===== config.mk =====
export PLATFORM = sky130hd
export DESIGN_NAME = axis_vec_tx
export DESIGN_NICKNAME = d
export VERILOG_FILES = /design/src/rtl/axis_ann_pkg.sv /design/src/rtl/vec_shadow_buf.sv /design/src/rtl/axis_vec_tx.sv
export SDC_FILE = /design/constraint.sdc
export NUM_CORES = 1
export LEC_CHECK = 0
export BUFFER_PORTS_ARGS = -buffer_cell sky130_fd_sc_hd__buf_2
export CORE_AREA = 2 2 120 122
export DETAILED_ROUTE_END_ITERATION = 7
export DIE_AREA = 0 0 122 124
export PLACE_DENSITY = 0.74
export SLEW_MARGIN = 20
export SYNTH_ARGS = -nofsm -noshare
export SYNTH_HDL_FRONTEND = slang
export SYNTH_SLANG_ARGS = --single-unit

===== constraint.sdc =====
create_clock -name clk -period 13.58 [get_ports clk]
set_input_delay 2.037 -clock clk [delete_from_list [all_inputs] [get_ports clk]]
set_output_delay 2.037 -clock clk [all_outputs]
set_load 0.02 [all_outputs]

===== src/rtl/axis_ann_pkg.sv =====
// Shared types and helpers for the vector stream transmitter.
// relu_clamp is only referenced when AXIS_TX_RELU_EN is defined.
package axis_ann_pkg;

  typedef enum logic {IDLE, SEND} tx_state_t;

  // Widest element relu_clamp accepts; callers sign-extend into it and truncate back.
  localparam int unsigned CLAMP_MAX_W = 64;

  function automatic logic [CLAMP_MAX_W-1:0] relu_clamp(input logic [CLAMP_MAX_W-1:0] x);
    return x[CLAMP_MAX_W-1] ? '0 : x;
  endfunction

endpackage


===== src/rtl/vec_shadow_buf.sv =====
// N x WIDTH shadow register bank with a common capture enable.
// With AXIS_TX_RELU_EN defined, negative elements are clamped to zero on capture.
module vec_shadow_buf
  import axis_ann_pkg::*;
#(
  parameter int WIDTH = 16,
  parameter int N     = 8
) (
  input  logic               clk,
  input  logic               rst,
  input  logic               load,
  input  logic [N*WIDTH-1:0] vec_in,
  output logic [N*WIDTH-1:0] data
);

  generate
    for (genvar gi = 0; gi < N; gi++) begin : g_elem
      logic [WIDTH-1:0] elem_in;
      logic [WIDTH-1:0] elem_cap;
      logic [WIDTH-1:0] elem_reg;

      assign elem_in = vec_in[gi*WIDTH +: WIDTH];

`ifdef AXIS_TX_RELU_EN
      assign elem_cap = WIDTH'(relu_clamp(CLAMP_MAX_W'(signed'(elem_in))));
`else
      assign elem_cap = elem_in;
`endif

      always_ff @(posedge clk or posedge rst) begin
        if (rst)
          elem_reg <= '0;
        else if (load)
          elem_reg <= elem_cap;
      end

      assign data[gi*WIDTH +: WIDTH] = elem_reg;
    end
  endgenerate

endmodule


===== src/rtl/axis_vec_tx.sv =====
// Parallel-to-stream transmitter: captures N signed words on load and emits them as AXI4-Stream.
// Optional capture-time ReLU clamp via AXIS_TX_RELU_EN (see vec_shadow_buf).
module axis_vec_tx
  import axis_ann_pkg::*;
#(
  parameter int WIDTH = 16,
  parameter int N     = 8
) (
  input  logic               clk,
  input  logic               rst,
  input  logic               load,
  input  logic               clr,
  input  logic [N*WIDTH-1:0] vec_in,
  output logic               busy,
  output logic               done,
  output logic [WIDTH-1:0]   m_axis_tdata,
  output logic               m_axis_tvalid,
  input  logic               m_axis_tready,
  output logic               m_axis_tlast
);

  localparam int IDX_W = (N > 1) ? $clog2(N) : 1;
  localparam logic [IDX_W-1:0] LAST_IDX = IDX_W'(N - 1);

  tx_state_t          state_reg;
  logic [IDX_W-1:0]   idx_reg;
  logic [IDX_W-1:0]   idx_next;
  logic               tvalid_reg;
  logic               tlast_reg;
  logic               busy_reg;
  logic               done_reg;
  logic               capture;
  logic [N*WIDTH-1:0] buf_data;

  // busy is only ever low in IDLE, so this also drops loads during the final handshake.
  assign capture  = load && !clr && (state_reg == IDLE);
  assign idx_next = idx_reg + 1'b1;

  vec_shadow_buf #(
    .WIDTH (WIDTH),
    .N     (N)
  ) u_buf (
    .clk    (clk),
    .rst    (rst),
    .load   (capture),
    .vec_in (vec_in),
    .data   (buf_data)
  );

  always_ff @(posedge clk or posedge rst) begin
    if (rst) begin
      state_reg  <= IDLE;
      idx_reg    <= '0;
      tvalid_reg <= 1'b0;
      tlast_reg  <= 1'b0;
      busy_reg   <= 1'b0;
      done_reg   <= 1'b0;
    end else if (clr) begin
      state_reg  <= IDLE;
      idx_reg    <= '0;
      tvalid_reg <= 1'b0;
      tlast_reg  <= 1'b0;
      busy_reg   <= 1'b0;
      done_reg   <= 1'b0;
    end else begin
      done_reg <= 1'b0;
      case (state_reg)
        IDLE: begin
          if (load) begin
            state_reg  <= SEND;
            idx_reg    <= '0;
            tvalid_reg <= 1'b1;
            tlast_reg  <= (LAST_IDX == '0);
            busy_reg   <= 1'b1;
          end
        end
        SEND: begin
          if (m_axis_tready) begin
            if (idx_reg == LAST_IDX) begin
              state_reg  <= IDLE;
              idx_reg    <= '0;
              tvalid_reg <= 1'b0;
              tlast_reg  <= 1'b0;
              busy_reg   <= 1'b0;
              done_reg   <= 1'b1;
            end else begin
              idx_reg   <= idx_next;
              tlast_reg <= (idx_next == LAST_IDX);
            end
          end
        end
        default: state_reg <= IDLE;
      endcase
    end
  end

  // Data mux reads only registered state, so tready never reaches an output combinationally.
  assign m_axis_tdata  = tvalid_reg ? buf_data[idx_reg*WIDTH +: WIDTH] : '0;
  assign m_axis_tvalid = tvalid_reg;
  assign m_axis_tlast  = tlast_reg;
  assign busy          = busy_reg;
  assign done          = done_reg;

endmodule


[Word-level counts from Yosys, hierarchy flattened]
Index checks and enable logic that the tools add are counted.
W data, S select, Z words.
Cells by class
  add/subtract/negate cells: 1
  equality and inequality tests: 5
  shifts and indexed selects: 1
  multiplexer cells: 25
  bitwise operators: 1
  reduce and logical (&&, ||, !) cells: 5
Operators by type and width (count)
  $shiftx A128 B8 Y16: 1
  $mux W1: 16
  $mux W16: 1
  $mux W3: 4
  $eq A3 B3 Y1 const B: 2
  $ne A3 B3 Y1 const B: 2
  $pmux W1 S2: 3
  $pmux W3 S2: 1
  $add A3 B1 Y3 const B: 1
  $ne A3 B2 Y1 const B: 1
  $reduce_and A3 Y1: 1
  $logic_and A1 B1 Y1: 2
  $reduce_and A2 Y1: 1
  $logic_not A1 Y1: 1
  $not A1 Y1: 1
Word-level totals
  bits in registers: 135
  output and inout port bits: 20

[Logic depth before layout (Yosys ltp)]
Gate-level depths: netlist (run 1).
  depth in word-level cells: 6
  depth in mapped cells: 7
  gate-level depth less buffers: 5

[Cells and area by module]
Synthesis (run 1) repeated with hierarchy kept, for this count alone.
Second synthesis, totals
  cells, all modules: 405
  area total of the unflattened synthesis: 6274.8 um2
Modules (own cells, without submodules)
  vec_shadow_buf: times used 1, cells an instance 271, area each 4825.9 um2, sequential area each 3203.1 um2
  axis_vec_tx: times used 1, cells an instance 134, area each 1448.9 um2, sequential area each 175.2 um2

[Worst setup path after synthesis (run 1)]
Ideal clock, no wire load.
  path kind: flip-flop to output port
  start: register idx_reg[2]
  end: output m_axis_tdata[10]
  arrival time: 1451 ps
  path slack: 10092 ps
  stages on the path, launching flop included: 7
  path through: dfrtp_1 buf_4 buf_6 buf_4 mux4_2 nand2_1 a21boi_1
On the way
  longest elaborated chain between the ends: 2
RTL lines
  from (decl): line axis_vec_tx.sv:26  | logic [IDX_W-1:0] idx_reg;
  from (signal assigned): line axis_vec_tx.sv:87  | idx_reg <= idx_next;
  $shiftx A128 B8 Y16: line axis_vec_tx.sv:98  | assign m_axis_tdata = tvalid_reg ? buf_data[idx_reg*WIDTH +: WIDTH] : '0;
  $mux W16: line axis_vec_tx.sv:98
  to (decl): line axis_vec_tx.sv:16  | output logic [WIDTH-1:0] m_axis_tdata,
No other way between the ends.

[Worst setup path after layout (run 1)]
  start: register idx_reg[0]
  end: output m_axis_tdata[8]
The elaborated chain is that of the path after synthesis.

==> metrics.md, run 1 <==
| Metric | Value |
|---|---|
| Top_reg_cell synth | dfrtp_1 |
| Core Footprint | 0.01372 mm2 |
| Worst Setup Path Type | flip-flop to output pin |
| Syn nets | 537 |
| TritonCTS clock tree | done |
| Critical Path, Cell by Cell | clkinv_1 > nand2_1 > a21boi_1 > buf_2 |
| Wl on met1 | 6618 um |
| RSZ-0062 raised after global routing | false |
| Die height | 124 um |
| Setup TNS | 0 ns |
| Psw | 279.1 uW |
| WL final | 14700 um |
| Leakage power | 0.003793 uW |
| Max stage delay cell, worst path | dfrtp_1 |
| Gr usage total | 0.2044 |
| Sw Ratio | 0.2326 |
| Async set-reset flop share out of synthesis | 1.000 |
| Post-route DRC violation count | 0 |
| Share of cells above drive strength 1 | 0.6104 |
| Final setup fails | 0 |
| Routed length on met2 | 7131 um |
| Worst Path Required | 11.54 ns |
| Wire length on met3 | 844 um |
| 1st-iter DRT viols | 217 |
| Critical path origin | idx_reg[0] |
| Sequential cell area | 0.003381 mm2 |
| Area growth, synth to finish | 17.92% |
| Tightest Pin Transition | 0.9721 ns |
| Critical path peak fanout | 20 |
| Comb pwr share | 0.183 |
| IO buf count | 152 |
| Clk slew on worst S/H paths | 0.05 ns |
| Nets@finish | 683 |
| Avg Synthesized Cell Area | 17.01 um2 |
| CTS sink cnt | 135 |
| Synthesized area | 0.006823 mm2 |
| Post-synth EDFFs | 0 |
| Final core occ | 0.5864 |
| Area occupied by multi-input gates | 0.003049 mm2 |
| Die footprint | 0.01513 mm2 |
| Clk Tree Root Cell | clkbuf_16 |
| PwrDens | 149.2 mW/mm2 |
| CP max stage delay | 0.93 ns |
| Clock skew | 0.007417 ns |
| Largest register FFs | 128 |
| Min-Delay Startpoint | u_buf.g_elem[5].elem_reg[3] |
| Setup bufs post-CTS | 0 |
| FMAX | 210.2 MHz |
| Largest net degree at the start of global routing | 75 |
| DP HPWL | 9942 um |
| Outcome | completed |
| Routability Congestion | 0.7826 |
| Max-slew headroom | 0.3519 |
| Tmin final | 4.758 ns |
| CTS Buf Count | 17 |
| Worst-skew pair later-pin latency | 0.42 ns |
| Initial antenna violation count | 0 |
| Vias per inst | 5.253 |
| Cell row count | 43 |
| Grt ovf | 0 |
| Kind of start point of the critical path | flip-flop |
| Wire per inst | 19.92 um |
| First-pass GRT wire length | 22710 um |
| Final antenna-violating net count | 0 |
| Mapped Cells | 401 |
| Max-cap violations | 0 |
| Crit path DAT | 2.72 ns |
| Final period util | 0.3503 |
| Clock Power Share | 0.380 |
| Filler cells | 1080 |
| Drt first pass iters | 4 |
| Hold-fix buffers at CTS | 0 |
| I/O pin cnt | 153 |
| Post-synthesis sequential area ratio | 0.4951 |
| HP Class | flip-flop to flip-flop |
| FF-to-FF Start | idx_reg[0] |
| Reg power frac | 0.436 |
| H-tree Lvls | 4 |
| Slew Limit Fails | 0 |
| Cell variety after synth | 27 |
| Max Used Layer | met4 |
| Via count | 3877 |
| Synth Register Bits | 135 |
| Max IR drop VDD | 0.1063 mV |
| Fin. Hold Viols | 0 |
| Crit end category | output pin |
| Initial Utilization | 0.4973 |
| Internal Power | 921.1 uW |
| Yosys warning total | 0 |
| Post-CTS resize count | 0 |
| Die X-Extent | 122 um |
| Number of global-route vias before repair | 4208 |
| Clk buf depth | 2 |
power by group through the flow:
stage          Combinational [uW]  Clock [uW]  Sequential, uW
6_report                      220         457             524
5_1_grt                       236         482             533
4_1_cts                       223         465             525
3_5_place_dp                  221           0             529
3_3_place_gp                  216           0             526
2_1_floorplan                 185           0             509
cells in the mapped netlist (all sizes together), types with 2 or more instances:
master | n | area, um2
a21boi | 16 | 120.1
a21oi | 4 | 20.02
buf | 27 | 380.4
clkbuf | 2 | 7.510
dfrtp | 135 | 3378
ha | 3 | 37.54
mux2 | 129 | 1903
mux4 | 32 | 720.7
nand2 | 36 | 135.1
nand3 | 3 | 15.01
nor2 | 5 | 35.03
worst max-delay path, delay by kind of cell, from the launching register on:
family	cells	cell delay, ns
DFF	1	0.93
and+or+nand+nor	1	0.31
buffers and inverters	2	0.95
AOI/OAI and AO/OA	1	0.10
final timing paths:
kind / endpoint / slack (ns) / depth (start not counted)
max: m_axis_tdata[8] / 8.82 / 4
min: u_buf.g_elem[5].elem_reg[3] / 0.48 / 1
max reg2reg: idx_reg[1] / 10.96 / 5
min reg2reg: u_buf.g_elem[5].elem_reg[3] / 0.48 / 1
max in group asynchronous: u_buf.g_elem[5].elem_reg[3] / 10.51 / 3
min in group asynchronous: u_buf.g_elem[5].elem_reg[2] / 1.69 / 2
per-stage QoR:
stage,power (uW),hold slack [ns],setup WS (ns),instances,instance area (um2)
2_1_floorplan,693.9,0.4524,7.932,401,6823
3_3_place_gp,741.9,0.4640,9.207,708,7458
3_5_place_dp,750.3,0.4765,9.252,708,7458
4_1_cts,1213,0.4881,8.800,737,8043
5_1_grt,1251,0.5122,8.642,737,8043
6_report,1200,0.4848,8.822,738,8045
cells by family (layout without fill, tap and decap cells):
| logic type | Yosys count | in the layout | share of synthesized area |
|---|---|---|---|
| buffers and inverters | 31 | 187 | 0.05795 |
| and+or+nand+nor | 48 | 48 | 0.03283 |
| other | 0 | 1 | 0 |
| muxes | 161 | 161 | 0.3846 |
| adders and majority gates | 3 | 3 | 0.005502 |
| AOI/OAI and AO/OA | 23 | 23 | 0.02403 |
| DFF | 135 | 135 | 0.4951 |
layout by cell type, fill, tap and decap left out, drive strengths merged:
| cell | instances |
|---|---|
| buf | 156 |
| dfrtp | 135 |
| mux2 | 129 |
| nand2 | 36 |
| mux4 | 32 |
| clkbuf | 26 |
| a21boi | 16 |
| nor2 | 5 |
| a21oi | 4 |
| nand3 | 3 |
| ha | 3 |
| bufinv | 2 |
| clkinv | 2 |
| diode | 1 |
| nand2b | 1 |
| a311oi | 1 |
| inv | 1 |
| nor3b | 1 |
| and3b | 1 |
| a211oi | 1 |
| o211ai | 1 |
| or3b | 1 |
final cells by class:
| cell class | count | share of cell area |
|---|---|---|
| flip-flops and latches | 135 | 0.4202 |
| multi-input cells | 235 | 0.3790 |
| repair buffers | 156 | 0.09829 |
| clock buffers | 26 | 0.06454 |
| well taps | 180 | 0.02799 |
| clock inverters | 3 | 0.008087 |
| inverters | 2 | 0.001555 |
| diodes | 1 | 0.0003110 |
per-layer routing:
metal	track usage	vias to the layer above
li1	-	1751
met1	0.2762	2000
met2	0.3251	116
met3	0.05952	10
met4	0.05603	0
met5	0	-
Power figures use the tool's default switching activity.
==> run 2, diff against run 1 <==
--- a/config.mk
+++ b/config.mk
@@ -5,10 +5,11 @@
 export SDC_FILE = /design/constraint.sdc
 export NUM_CORES = 1
 export LEC_CHECK = 0
+export ABC_AREA = 1
 export BUFFER_PORTS_ARGS = -buffer_cell sky130_fd_sc_hd__buf_2
-export CORE_AREA = 2 2 120 122
+export CORE_AREA = 2 2 118 120
 export DETAILED_ROUTE_END_ITERATION = 7
-export DIE_AREA = 0 0 122 124
+export DIE_AREA = 0 0 120 122
 export PLACE_DENSITY = 0.74
 export SLEW_MARGIN = 20
 export SYNTH_ARGS = -nofsm -noshare
==> constraint.sdc (replaced) <==
create_clock -name clk -period 4.6 [get_ports clk]
set_input_delay 0.69 -clock clk [delete_from_list [all_inputs] [get_ports clk]]
set_output_delay 0.69 -clock clk [all_outputs]
set_load 0.02 [all_outputs]
==> metrics.md, run 2 <==
| Metric | Value |
|---|---|
| Max-cap violations | 0 (unchanged) |
| Top_reg_cell synth | dfrtp_1 |
| Worst-skew pair later-pin latency | 0.43 ns (about the same) |
| Filler cells | 1263 (+17%) |
| Top cells by area, synth | dfrtp_1 (51%), nand2_1 (9.9%), a21oi_1 (9.7%), nor2_1 (9.3%), inv_1 (7.6%) |
| FF-to-FF path depth | 5 (unchanged) |
| Yosys warning total | 0 (unchanged) |
| Kind of start point of the critical path | flip-flop |
| FF-to-FF Start | state_reg |
| Initial antenna violation count | 0 (unchanged) |
| I/O pin cnt | 153 (unchanged) |
| Die height | 122 um (-1.6%) |
| Multiplexer area fraction after synthesis | 0 (-0.3846) |
| Cell row count | 43 (unchanged) |
| Critical R2R Capture | u_buf.g_elem[6].elem_reg[12] |
| Avg Synthesized Cell Area | 7.480 um2 (-56%) |
| HP Class | primary input to async pin |
| Slew Limit Fails | 0 (unchanged) |
| Commonest non-fill, non-tap cell in the layout | nand2_1 |
| Share of cells above drive strength 1 | 0.1890 (-0.4214) |
| Die X-Extent | 120 um (-1.6%) |
| Cell variety after synth | 18 (-33%) |
| Syn nets | 1018 (+90%) |
| Die footprint | 0.01464 mm2 (-3.2%) |
| Async set-reset flop share out of synthesis | 1.000 (unchanged) |
| Grt ovf | 0 (unchanged) |
| Number of global-route vias before repair | 5546 (+32%) |
| Critical path peak fanout | 33 (+65%) |
| Top cells by count, synth | nand2_1 (174), nor2_1 (164), dfrtp_1 (135) |
| Wire per inst | 15.04 um (-24%) |
| Reg-to-reg slack, setup | 2.48 ns (-8.48 ns) |
| Routability Congestion | 0.8573 (+9.5%) |
| Worst Setup Path Type | flip-flop to output pin |
| Most frequent cells in the layout | nand2_1 (174), nor2_1 (164), buf_2 (152) |
| Clk Tree Root Cell | clkbuf_16 |
| Gr usage total | 0.2563 (+0.05190) |
| WL final | 17990 um (+22%) |
| Final setup fails | 0 (unchanged) |
| Top-area cell type share of the netlist area | 0.5120 (+0.01690) |
| Area of placed instances | 0.007350 mm2 (-1.5%) |
| Max IR drop VDD | 0.2346 mV (+120%) |
| CTS sink cnt | 135 (unchanged) |
| Synth Area in XOR/XNOR | 0 (unchanged) |
| Synth Area in Compound Gates | 0.1007 (+0.07668) |
| Largest net degree at the start of global routing | 101 (+35%) |
| Leakage power | 0.004407 uW (+16%) |
| Tmin final | 3.174 ns |
| Antenna fix cells | 0 (-1) |
| Drt first pass iters | 5 (+1) |
| Synth Area in Simple Gates | 0.2572 (+0.2243) |
| Crit end category | output pin |
| Largest family of logic cells by synthesized area | simple AND/OR/NAND/NOR gates |
| PwrDens | 460.2 mW/mm2 (+210%) |
| Max-slew headroom | 0.2792 (-0.07278) |
| Mapped Cells | 882 (+120%) |
| Setup bufs post-CTS | 0 (unchanged) |
| Worst Path Required | 3.91 ns (-7.63 ns) |
| FMAX | 315.1 MHz |
| Final period util | 0.6900 |
| RSZ-0062 raised after global routing | false |
| Area growth, synth to finish | 21.26% |
| Largest register FFs | 128 (unchanged) |
| Synth Area in Adders | 0.005689 (+0.0001878) |
| Tightest Pin Transition | 1.080 ns (+0.1076 ns) |
| Synthesized area | 0.006598 mm2 (-3.3%) |
| Post-synthesis sequential area ratio | 0.5120 (+0.01690) |
| Largest area contributor in the netlist | dfrtp_1 |
| Vias per inst | 4.956 (-5.7%) |
| Via count | 5927 (+53%) |
| Crit path DAT | 2.48 ns (-0.24 ns) |
| 1st-iter DRT viols | 534 (+150%) |
| Nets@finish | 1139 (+67%) |
| Initial Utilization | 0.4886 (-0.008752) |
| Fin. Hold Viols | 0 (unchanged) |
| H-tree Lvls | 4 (unchanged) |
| Setup TNS | 0 ns (unchanged) |
| Clock skew | 0.01008 ns (+0.002662 ns) |
| Clk buf depth | 2 (unchanged) |
| Core Footprint | 0.01350 mm2 (-1.6%) |
| Synth Register Bits | 135 (unchanged) |
| Post-synth EDFFs | 0 (unchanged) |
| Fin area | 0.008000 mm2 (-0.56%) |
| Top-count cell post-synth | nand2_1 |
| Hold-fix buffers at CTS | 0 (unchanged) |
| Clk slew on worst S/H paths | 0.05 ns (about the same) |
| CTS Buf Count | 17 (unchanged) |
| First-pass GRT wire length | 28270 um (+24%) |
| Final antenna-violating net count | 0 (unchanged) |
| IO buf count | 152 (unchanged) |
| Post-CTS resize count | 0 (unchanged) |
| DP HPWL | 12550 um (+26%) |
| Outcome | completed |
| TritonCTS clock tree | done |
| Post-route DRC violation count | 0 (unchanged) |
-- run 2: worst max path at each step --
stage / cells past startpoint / to / slack (ns) / startpoint
5_1_grt: 6 / m_axis_tdata[3] / 1.23 / idx_reg[1]
6_report: 6 / m_axis_tdata[4] / 1.43 / idx_reg[1]
3_3_place_gp: 6 / m_axis_tdata[4] / 1.90 / idx_reg[1]
4_1_cts: 6 / m_axis_tdata[3] / 1.43 / idx_reg[1]
3_5_place_dp: 6 / m_axis_tdata[3] / 1.90 / idx_reg[1]
2_1_floorplan: 1 / busy / 0.30 / rst
-- run 2: power by group --
part	internal [uW]	switching, uW
combinational	239	478
clock	1000	496
sequential	1400	62.0
-- run 2: per-stage QoR --
step                      worst slack (ns)  utilization  total power, uW  hold WS (ns)  std cells
final                                1.426       0.5924             3681        0.4707       1196
after global routing                 1.226       0.5924             3861        0.5061       1196
after CTS                            1.433       0.5923             3688        0.5036       1196
after detailed placement             1.900       0.5442             2197        0.5011       1164
after global placement               1.905       0.5442             2175        0.4901       1164
after floorplan                     0.2989            -             1972        0.4808        882
-- run 2: kinds of logic after synthesis --
| kind of cell | count (synthesis) |
|---|---|
| compound gates | 132 |
| simple gates | 422 |
| fa+ha+maj | 3 |
| buf+inv | 190 |
| flops | 135 |
-- run 2: worst max-delay path: stages (launching register included) --
cell and delay, ns:
dfrtp_1 0.34, clkinv_1 0.77, nand3_1 0.48, nand3_1 0.15, nand2_1 0.10, nor2_1 0.06
buf_2 0.16
-- run 2: area by class of cell --
type	count	area, um2	share of cell area
Clock buffer	24	481.7	0.06021
Clock inverter	8	167.7	0.02096
Inverter	134	508.0	0.06350
Multi-Input combinational cell	557	2406	0.3008
Sequential cell	135	3381	0.4226
Tap cell	180	225.2	0.02815
Timing Repair Buffer	158	830.8	0.1038
-- run 2: per-layer routing --
metal	global-route usage	up-vias	wire length, um	part of all wire
met5	0	-	0	0
met4	0.1007	0	483	0.027
met3	0.05571	30	1163	0.065
met2	0.3920	220	8337	0.46
met1	0.3575	2738	8007	0.45
li1	-	2939	-	-
==> run 3, diff against run 2 <==
--- a/config.mk
+++ b/config.mk
@@ -7,10 +7,10 @@
 export LEC_CHECK = 0
 export ABC_AREA = 1
 export BUFFER_PORTS_ARGS = -buffer_cell sky130_fd_sc_hd__buf_2
-export CORE_AREA = 2 2 118 120
+export CORE_AREA = 2 2 120 122
 export DETAILED_ROUTE_END_ITERATION = 7
-export DIE_AREA = 0 0 120 122
-export PLACE_DENSITY = 0.74
+export DIE_AREA = 0 0 122 124
+export PLACE_DENSITY = 0.75
 export SLEW_MARGIN = 20
 export SYNTH_ARGS = -nofsm -noshare
 export SYNTH_HDL_FRONTEND = slang
==> constraint.sdc (replaced) <==
create_clock -name clk -period 2.6 [get_ports clk]
set_input_delay 0.39 -clock clk [delete_from_list [all_inputs] [get_ports clk]]
set_output_delay 0.39 -clock clk [all_outputs]
set_load 0.02 [all_outputs]
==> metrics.md, run 3 (synthesized netlist as in run 2, its figures left out) <==
| Metric | Value |
|---|---|
| Core Footprint | 0.01372 mm2 (+1.6%) |
| Die footprint | 0.01513 mm2 (+3.3%) |
| Final period util | 0.9350 |
| Initial antenna violation count | 0 (unchanged) |
| IO buf count | 152 (unchanged) |
| Setup bufs post-CTS | 0 (unchanged) |
| Max-slew headroom | 0.4350 (+0.1558) |
| Final hold slack | 0.1910 ns (-0.2797 ns) |
| Kind of start point of the critical path | flip-flop |
| Final core occ | 0.5885 (-0.003912) |
| Filler cells | 1262 (-0.079%) |
| Number of global-route vias before repair | 5703 (+2.8%) |
| WL final | 17700 um (-1.6%) |
| 1st-iter DRT viols | 532 (-0.37%) |
| FMAX | 411.4 MHz |
| Wire per inst | 14.70 um (-2.3%) |
| Drt first pass iters | 7 (+2) |
| Worst Setup Path Type | flip-flop to output pin |
| Setup TNS | 0 ns (unchanged) |
| Area occupied by multi-input gates | 0.002406 mm2 (unchanged) |
| First-pass GRT wire length | 28080 um (-0.66%) |
| Vias per inst | 4.981 (+0.51%) |
| Commonest non-fill, non-tap cell in the layout | nand2_1 |
| Place WS | 0.5497 ns (-1.351 ns) |
| Post-route DRC violation count | 0 (unchanged) |
| Crit end category | output pin |
| FF-to-FF path depth | 5 (unchanged) |
| PwrDens | 813.5 mW/mm2 (+77%) |
| Die X-Extent | 122 um (+1.7%) |
| Post-CTS resize count | 0 (unchanged) |
| Fin. Hold Viols | 0 (unchanged) |
| Clk Tree Root Cell | clkbuf_16 |
| Critical path peak fanout | 47 (+42%) |
| Initial Utilization | 0.4809 (-0.007664) |
| Clk slew on worst S/H paths | 0.06 ns (about the same) |
| Share of cells above drive strength 1 | 0.1943 (+0.005360) |
| Critical path origin | idx_reg[0] |
| TritonCTS clock tree | done |
| Most frequent cells in the layout | nand2_1 (174), nor2_1 (164), buf_2 (152) |
| Slew Limit Fails | 0 (unchanged) |
| Max-cap violations | 0 (unchanged) |
| Hold-fix buffers at CTS | 0 (unchanged) |
| Largest register FFs | 128 (unchanged) |
| Critical R2R Capture | u_buf.g_elem[7].elem_reg[11] |
| DP HPWL | 12650 um (+0.81%) |
| Sequential cell area | 0.003379 mm2 (about the same) |
| Via count | 5997 (+1.2%) |
| Final antenna-violating net count | 0 (unchanged) |
| Die height | 124 um (+1.6%) |
| Crit path DAT | 2.04 ns (-0.44 ns) |
| Area growth, synth to finish | 22.38% |
| Cell row count | 43 (unchanged) |
| RSZ-0062 raised after global routing | false |
| Reg-to-reg slack, setup | 0.93 ns (-1.55 ns) |
| Worst Path Required | 2.21 ns (-1.70 ns) |
| Antenna fix cells | 0 (unchanged) |
| CTS sink cnt | 135 (unchanged) |
| Outcome | completed |
| FF-to-FF Start | state_reg |
| Grt ovf | 0 (unchanged) |
| Clock skew | 0.006202 ns (-0.003876 ns) |
| Gr usage total | 0.2447 (-0.01159) |
| CTS Buf Count | 17 (unchanged) |
| HP Class | primary input to async pin |
| Largest net degree at the start of global routing | 165 (+63%) |
| Clk buf depth | 2 (unchanged) |
| Nets@finish | 1147 (+0.70%) |
| Final setup fails | 0 (unchanged) |
| Final WS setup | 0.1691 ns (-1.257 ns) |
| Routability Congestion | 0.8744 (+2.0%) |
| Max IR drop VDD | 0.4239 mV (+81%) |
| Worst-skew pair later-pin latency | 0.42 ns (about the same) |
| H-tree Lvls | 4 (unchanged) |
| I/O pin cnt | 153 (unchanged) |
| Tightest Pin Transition | 0.8475 ns (-0.2322 ns) |
| Tmin final | 2.431 ns |
| Leakage power | 0.004449 uW (+0.96%) |
run 3: changes by cell type in the layout (fill, tap and decap cells not counted), sizes merged:
cell    previous run  this run
buf              158       166
clkbuf            24        25
clkinv             3         2
run 3: how the worst max path moves through the flow:
stage	endpoint	slack [ns]	depth (start not counted)
2_1_floorplan	busy	0.53	1
3_3_place_gp	m_axis_tdata[12]	0.58	8
3_5_place_dp	m_axis_tdata[4]	0.55	8
4_1_cts	m_axis_tdata[4]	0.09	8
5_1_grt	m_axis_tdata[4]	0.03	8
6_report	m_axis_tdata[4]	0.17	8
run 3: final cells by class:
cell class,instances,area share
Inverter,134,0.06307
Multi-Input combinational cell,557,0.2980
Tap cell,180,0.02789
Clock inverter,7,0.02030
Timing Repair Buffer,166,0.1108
Sequential cell,135,0.4186
Clock buffer,25,0.06137
run 3: stage by stage:
stage / power [uW] / cells / instance area (um2)
2_1_floorplan: 3489 / 882 / 6601
3_3_place_gp: 3878 / 1172 / 7408
3_5_place_dp: 3915 / 1172 / 7408
4_1_cts: 6589 / 1204 / 8068
5_1_grt: 6901 / 1204 / 8074
6_report: 6568 / 1204 / 8074
run 3: per-layer routing:
metal | vias to the layer above | part of all wire | global-route usage
met2 | 254 | 0.46 | 0.3774
met3 | 35 | 0.088 | 0.06593
met4 | 0 | 0.026 | 0.08549
met1 | 2754 | 0.42 | 0.3347
li1 | 2954 | - | -
met5 | - | 0 | 0
run 3: worst max-delay path, cell delays in order, from the launching register on:
cell	delay, ns
dfrtp_2	0.39
buf_6	0.34
buf_4	0.31
nand2_1	0.08
nand3_1	0.08
nand2_1	0.06
nor2_1	0.11
nor2_1	0.09
buf_2	0.16
run 3: where the power goes:
group / internal, uW / total [uW] / switching [uW]
logic: 436 / 1300 / 864
clock network: 1800 / 2680 / 871
registers: 2480 / 2590 / 110
total: 4720 / 6570 / 1850
